$ cat config.mk
export PLATFORM = sky130hd
export DESIGN_NAME = mem_stage_ws_flat
export DESIGN_NICKNAME = d
export VERILOG_FILES = /design/src/rtl/mem_stage_ws_if.sv /design/src/rtl/mem_stage_ws.sv /design/src/flat_wrapper.sv
export SDC_FILE = /design/constraint.sdc
export NUM_CORES = 2
export LEC_CHECK = 0
export ABC_AREA = 1
export CAP_MARGIN = 20
export CORE_MARGIN = 4
export CORE_UTILIZATION = 25
export CTS_CLUSTER_DIAMETER = 100
export DETAILED_ROUTE_END_ITERATION = 6
export GPL_ROUTABILITY_DRIVEN = 0
export SYNTH_ARGS = -nofsm -noshare
export SYNTH_HDL_FRONTEND = slang
export SYNTH_SLANG_ARGS = --single-unit
$ cat constraint.sdc
create_clock -name clk -period 9.7 [get_ports clk]
set_input_delay 1.455 -clock clk [delete_from_list [all_inputs] [get_ports clk]]
set_output_delay 1.455 -clock clk [all_outputs]
set_load 0.1 [all_outputs]
$ cat src/rtl/mem_stage_ws_if.sv
// mem_stage_ws_if -- bus between the execute stage and the memory stage.
//   Upstream (master) drives: valid_in, PC_in, ALU_result, val_Rm,
//                             mem_read, mem_write
//   Stage (slave) drives:     stall, valid_out, PC_out, mem_result,
//                             wb_result, addr_err
// Parameter DATA_W must match the DATA_W of the attached mem_stage_ws.
interface mem_stage_ws_if #(
    parameter int DATA_W = 32
);
    logic              valid_in;
    logic [DATA_W-1:0] PC_in;
    logic [DATA_W-1:0] ALU_result;
    logic [DATA_W-1:0] val_Rm;
    logic              mem_read;
    logic              mem_write;
    logic              stall;
    logic              valid_out;
    logic [DATA_W-1:0] PC_out;
    logic [DATA_W-1:0] mem_result;
    logic [DATA_W-1:0] wb_result;
    logic              addr_err;

    modport master (
        output valid_in, PC_in, ALU_result, val_Rm, mem_read, mem_write,
        input  stall, valid_out, PC_out, mem_result, wb_result, addr_err
    );

    modport slave (
        input  valid_in, PC_in, ALU_result, val_Rm, mem_read, mem_write,
        output stall, valid_out, PC_out, mem_result, wb_result, addr_err
    );
endinterface

$ cat src/rtl/mem_stage_ws.sv
// mem_stage_ws -- pipeline memory stage with a data memory that needs
// WAIT_CYCLES wait states per access.
//   clk  : single clock, rising edge
//   rst  : synchronous, active-high reset
//   bus  : mem_stage_ws_if.slave (instruction in, registered results out,
//          combinational stall back to upstream)
// Parameters: DATA_W, DEPTH (words), WAIT_CYCLES (0..15), BASE_ADDR (byte
// address of word 0).
// Optional macro MEM_STAGE_BOUNDS_CHECK_EN: when defined, accesses outside
// [BASE_ADDR, BASE_ADDR+4*DEPTH) suppress stores, return 0 on loads and raise
// addr_err; when undefined the word index simply wraps and addr_err is 0.
module mem_stage_ws #(
    parameter int DATA_W      = 32,
    parameter int DEPTH       = 64,
    parameter int WAIT_CYCLES = 2,
    parameter int BASE_ADDR   = 1024
) (
    input  logic          clk,
    input  logic          rst,
    mem_stage_ws_if.slave bus
);
    localparam int         AW = (DEPTH > 1) ? $clog2(DEPTH) : 1;
    localparam logic [3:0] WC = 4'(WAIT_CYCLES);

    typedef enum logic {IDLE, WAIT} state_t;

    state_t      state, state_nx;
    logic [3:0]  cnt, cnt_nx;

    logic        mem_op, is_load;
    logic        pass, done, stall_c;
    logic        in_range;
    logic [AW-1:0] idx;

    logic [DATA_W-1:0] mem [DEPTH];

    logic              valid_q;
    logic [DATA_W-1:0] pc_q, memres_q, wb_q;

    assign mem_op  = bus.mem_read | bus.mem_write;
    // Both requests high is a store, so a load needs mem_write low.
    assign is_load = bus.mem_read & ~bus.mem_write;
    assign idx     = AW'((bus.ALU_result - DATA_W'(BASE_ADDR)) >> 2);

`ifdef MEM_STAGE_BOUNDS_CHECK_EN
    // One extra bit so the upper bound cannot overflow the compare.
    localparam logic [DATA_W:0] LO = (DATA_W+1)'(BASE_ADDR);
    localparam logic [DATA_W:0] HI = (DATA_W+1)'(BASE_ADDR + 4 * DEPTH);
    logic err_q;

    assign in_range = ({1'b0, bus.ALU_result} >= LO) &&
                      ({1'b0, bus.ALU_result} <  HI);
    assign bus.addr_err = err_q;

    always_ff @(posedge clk) begin
        if (rst) err_q <= 1'b0;
        else     err_q <= done & ~in_range;
    end
`else
    assign in_range     = 1'b1;
    assign bus.addr_err = 1'b0;
`endif

    // State register
    always_ff @(posedge clk) begin
        if (rst) begin
            state <= IDLE;
            cnt   <= '0;
        end else begin
            state <= state_nx;
            cnt   <= cnt_nx;
        end
    end

    // Next-state logic
    always_comb begin
        state_nx = state;
        cnt_nx   = cnt;
        case (state)
            IDLE: begin
                if (bus.valid_in && mem_op && (WC != 4'd0)) begin
                    state_nx = WAIT;
                    cnt_nx   = WC - 4'd1;
                end
            end
            WAIT: begin
                if (cnt == 4'd0) state_nx = IDLE;
                else             cnt_nx   = cnt - 4'd1;
            end
            default: state_nx = IDLE;
        endcase
    end

    // Output logic: stall to upstream and the two ways an instruction retires
    // (pass = no memory op, done = memory access completes this edge).
    // Everything is masked by rst so a reset mid-access never writes memory.
    always_comb begin
        stall_c = 1'b0;
        pass    = 1'b0;
        done    = 1'b0;
        if (!rst) begin
            case (state)
                IDLE: begin
                    if (bus.valid_in) begin
                        if (!mem_op)            pass    = 1'b1;
                        else if (WC == 4'd0)    done    = 1'b1;
                        else                    stall_c = 1'b1;
                    end
                end
                WAIT: begin
                    if (cnt != 4'd0) stall_c = 1'b1;
                    else             done    = 1'b1;
                end
                default: ;
            endcase
        end
    end

    // Result registers
    always_ff @(posedge clk) begin
        if (rst) begin
            valid_q  <= 1'b0;
            pc_q     <= '0;
            memres_q <= '0;
            wb_q     <= '0;
        end else begin
            valid_q <= pass | done;
            if (pass) begin
                pc_q <= bus.PC_in;
                wb_q <= bus.ALU_result;
            end
            if (done) begin
                pc_q <= bus.PC_in;
                if (is_load) begin
                    if (in_range) begin
                        memres_q <= mem[idx];
                        wb_q     <= mem[idx];
                    end else begin
                        memres_q <= '0;
                        wb_q     <= '0;
                    end
                end else begin
                    wb_q <= bus.ALU_result;
                end
            end
        end
    end

    // Data memory: no reset, written only on the completion edge of a store.
    always_ff @(posedge clk) begin
        if (done && bus.mem_write && in_range) mem[idx] <= bus.val_Rm;
    end

    assign bus.stall      = stall_c;
    assign bus.valid_out  = valid_q;
    assign bus.PC_out     = pc_q;
    assign bus.mem_result = memres_q;
    assign bus.wb_result  = wb_q;
endmodule

$ cat src/flat_wrapper.sv
// flat-port wrapper written by rule: the top's interface ports become plain ports
module mem_stage_ws_flat 
#(
    parameter int DATA_W      = 32,
    parameter int DEPTH       = 64,
    parameter int WAIT_CYCLES = 2,
    parameter int BASE_ADDR   = 1024
)
  (clk, rst, bus_valid_in, bus_PC_in, bus_ALU_result, bus_val_Rm, bus_mem_read, bus_mem_write, bus_stall, bus_valid_out, bus_PC_out, bus_mem_result, bus_wb_result, bus_addr_err);
  mem_stage_ws_if #(.DATA_W(DATA_W)) bus_i ();
  input  logic clk;
  input  logic rst;
  input wire logic [$bits(bus_i.valid_in)-1:0] bus_valid_in;
  input wire logic [$bits(bus_i.PC_in)-1:0] bus_PC_in;
  input wire logic [$bits(bus_i.ALU_result)-1:0] bus_ALU_result;
  input wire logic [$bits(bus_i.val_Rm)-1:0] bus_val_Rm;
  input wire logic [$bits(bus_i.mem_read)-1:0] bus_mem_read;
  input wire logic [$bits(bus_i.mem_write)-1:0] bus_mem_write;
  output wire logic [$bits(bus_i.stall)-1:0] bus_stall;
  output wire logic [$bits(bus_i.valid_out)-1:0] bus_valid_out;
  output wire logic [$bits(bus_i.PC_out)-1:0] bus_PC_out;
  output wire logic [$bits(bus_i.mem_result)-1:0] bus_mem_result;
  output wire logic [$bits(bus_i.wb_result)-1:0] bus_wb_result;
  output wire logic [$bits(bus_i.addr_err)-1:0] bus_addr_err;
  assign bus_i.valid_in = bus_valid_in;
  assign bus_i.PC_in = bus_PC_in;
  assign bus_i.ALU_result = bus_ALU_result;
  assign bus_i.val_Rm = bus_val_Rm;
  assign bus_i.mem_read = bus_mem_read;
  assign bus_i.mem_write = bus_mem_write;
  assign bus_stall = bus_i.stall;
  assign bus_valid_out = bus_i.valid_out;
  assign bus_PC_out = bus_i.PC_out;
  assign bus_mem_result = bus_i.mem_result;
  assign bus_wb_result = bus_i.wb_result;
  assign bus_addr_err = bus_i.addr_err;
  mem_stage_ws #(.DATA_W(DATA_W), .DEPTH(DEPTH), .WAIT_CYCLES(WAIT_CYCLES), .BASE_ADDR(BASE_ADDR)) u_core (.clk(clk), .rst(rst), .bus(bus_i));
endmodule
==> results.md <==
* Crit path time final at 5.13 ns
* CTS tree: built
* Global-route wire length before repair at approximately 380,000 um
* Insertion delay to the later sink of the worst-skew pair at 0.89 ns
* Setup TNS at 0 ns
* Clock buffer count from CTS at 221
* DP HPWL at 145,000 um
* FMAX at slightly below 200 MHz
* I/O Buffers at between 150 and 200
* Total clock sinks at 2,150
* R2r startpoint: u_core.cnt[0]$_SDFFE_PP0P_
* I/O pin count at 200
* Hold_buf cts at 0
* Initial antenna violation count at 23
* Min-delay src: u_core.bus.mem_result[17]$_SDFFE_PP0P_
* Detailed Route WL at ~260,000 um
* Pins over their slew limit at 0
* Max-slew headroom at 26.8%
* Worst-margin pin slew at approximately 1.1 ns
* #FFs+latches synth at between 2,000 and 2,500
* Tightest Hold Check Type: reg2reg
* Largest net degree at the start of global routing at 180
* Vias in the first global route at ~56,000
* Initial DRC Count at between 6,000 and 7,000
* Status: finished, final reports clean
* Synth Area per Inst at approximately 10 um^2
* Cell taking the most area after synthesis: edfxtp_1
* Die Area at 375,000 um^2
* Worst setup EP type: output pin
* Post-DP Area at between 90,000 and 100,000 um^2
* Req. time, crit path at 8.25 ns
* Primary FF master, synth: edfxtp_1
* Post-DRT Antenna Nets at 0
* Yosys cell types at 30
* Final Core Density at around 29%
* Crit Path Category: in2out
* Mapped Cells at ~9,000
* Reg2reg path depth at 9
* Syn_nets at approximately 9,000
* Clock transition at path regs at ~0.060 ns
* Core Area at 363,000 um^2
* Clock tree buffer depth at 3
* Total global routing overflow at 0
* Hold depth at 2
* Root Driver: clkbuf_16
* Post-synth ARST share at 0%
* TritonRoute pass-1 iters at 5
* Tot GR Track Use at 13.4%
* Initial Utilization at between 20% and 30%
* Crit path DAT at 3.68 ns
* Row count at about 220
* P per Cell Area at approximately 190 nW/um^2
* Routed vias at 59,600
* Fin. Hold Viols at 0
* Clock skew at 0.0310 ns
* Seq/Total Area, Yosys at about 69%
* RSZ-0062 raised after global routing: no
* Final setup vio count at 0
* Die width at between 600 and 700 um
* Commonest cells in the synthesized netlist: nand2_1, edfxtp_1, inv_1
* Layout cells sized above 1 at roughly 7.6%
* Synth Warn # at 0
* Synthesized area at between 90,000 and 100,000 um^2
* Critical path startpoint category: input port
* Worst VDD drop at about 0.16 mV
* Die height at about 610 um
* Final period util at ~53%
* CP max FO at 5
* Main area contributors after synthesis: edfxtp_1, nand2_1, inv_1
* Number of enable flip-flop cells after synthesis at between 2,000 and 2,500
* Drt drc at 0
* Net count, final at just over 9,000
* Setup bufs post-CTS at 0
* Design area at 106,000 um^2
* Wirelength per Cell at about 19 um
* Max-Cap Viols at 0
* H-tree levels at 4
* Reg-to-reg endpoint: u_core.mem[36][13]$_DFFE_PP_
* Leakage power at about 0.045 uW
* Post-CTS sizing at 0
* Area growth syn-to-layout at 16.3%
* Internal reg-to-reg setup slack at 5.20 ns
* Min-Delay Endpoint: u_core.bus.mem_result[17]$_SDFFE_PP0P_
* Drt via density at approximately 4.2
* Synth top area share at about two thirds
* Most frequent cell after synthesis: nand2_1
[cell type report]
type / count / area (um^2)
diodes: 4 / 10.0
clock buffers: 301 / 5960
clock inverters: 110 / 1110
fillers: 37100 / 257000
inverters: 1881 / 7090
multi-input cells: 4465 / 19500
flip-flops and latches: 2150 / 63500
well taps: 4794 / 6000
repair buffers: 347 / 3070
[kinds of logic (layout without fill, tap and decap cells)]
kind of cell	count (synthesis)	after routing	synth area share [%]
AND/OR/NAND/NOR	4011	4011	18.2
flip-flops	2150	2150	69.5
AO/OA/AOI/OAI	452	452	2.57
adder cells (fa/ha/maj)	1	1	0.0137
other	1	5	0.00410
buffers and inverters	2279	2639	9.73
[worst max path at each step]
stage                      startpoint                           end  slack, ns  depth (start not counted)
floorplan               bus_mem_write                     bus_stall       5.15                          5
global route            bus_mem_write                     bus_stall       4.46                          7
detailed placement  bus_ALU_result[2]  u_core.mem[40][21]$_DFFE_PP_       3.90                          6
finish                  bus_mem_write                     bus_stall       4.57                          7
CTS                     bus_mem_write                     bus_stall       4.58                          7
global placement    bus_ALU_result[2]   u_core.mem[36][0]$_DFFE_PP_       3.94                          6
[sequential cells by signal, summed over array words and instances (netlist names)]
register,cells
u_core.bus.PC_out,32
u_core.bus.mem_result,32
u_core.state,1
u_core.bus.wb_result,32
u_core.mem,2048
u_core.cnt,4
u_core.bus.valid_out,1
[critical path, stage by stage]
cell	delay, ns
clkdlybuf4s50_1	0.48
nor2_1	0.06
nand3b_1	0.18
nand2_1	0.16
inv_1	0.10
nor2_1	0.09
clkdlybuf4s50_1	1.15
[report_power, final]
group,internal [uW],switching (uW),leakage [uW]
clock,4780,3590,0.00345
sequential,10200,27.0,0.0192
combinational,263,956,0.0219
total,15200,4570,0.0446
[through the flow]
step	total power (uW)	hold WS, ns	std cells	worst slack (ns)
2_1_floorplan	11100	0.444	8894	5.15
3_3_place_gp	11600	0.455	13600	3.94
3_5_place_dp	11600	0.456	13600	3.90
4_1_cts	19900	0.465	14000	4.58
5_1_grt	20400	0.481	14000	4.46
6_report	19800	0.464	14100	4.57
[per-layer routing]
layer  vias to the layer above  track usage, %  share of wire (%)
met4                        12            5.34                4.1
met1                     28500            17.3                 41
met2                      2119            22.3                 47
li1                      28600               -                  -
met3                       423            2.37                7.8
met5                         -               0              0.027
[placed cells by master, fill, tap and decap left out, drive strengths merged]
cell / instances
a21oi: 67
a41oi: 1
buf: 187
bufinv: 18
clkbuf: 301
clkdlybuf4s50: 160
clkinv: 76
clkinvlp: 4
conb: 1
dfxtp: 102
diode: 4
edfxtp: 2048
ha: 1
inv: 1893
nand2: 2634
nand3: 969
nand3b: 1
nand4: 2
nor2: 265
nor3: 10
nor4: 1
o211ai: 32
o21ai: 352
or2: 129
No activity file was read; power rests on OpenSTA's default activity.
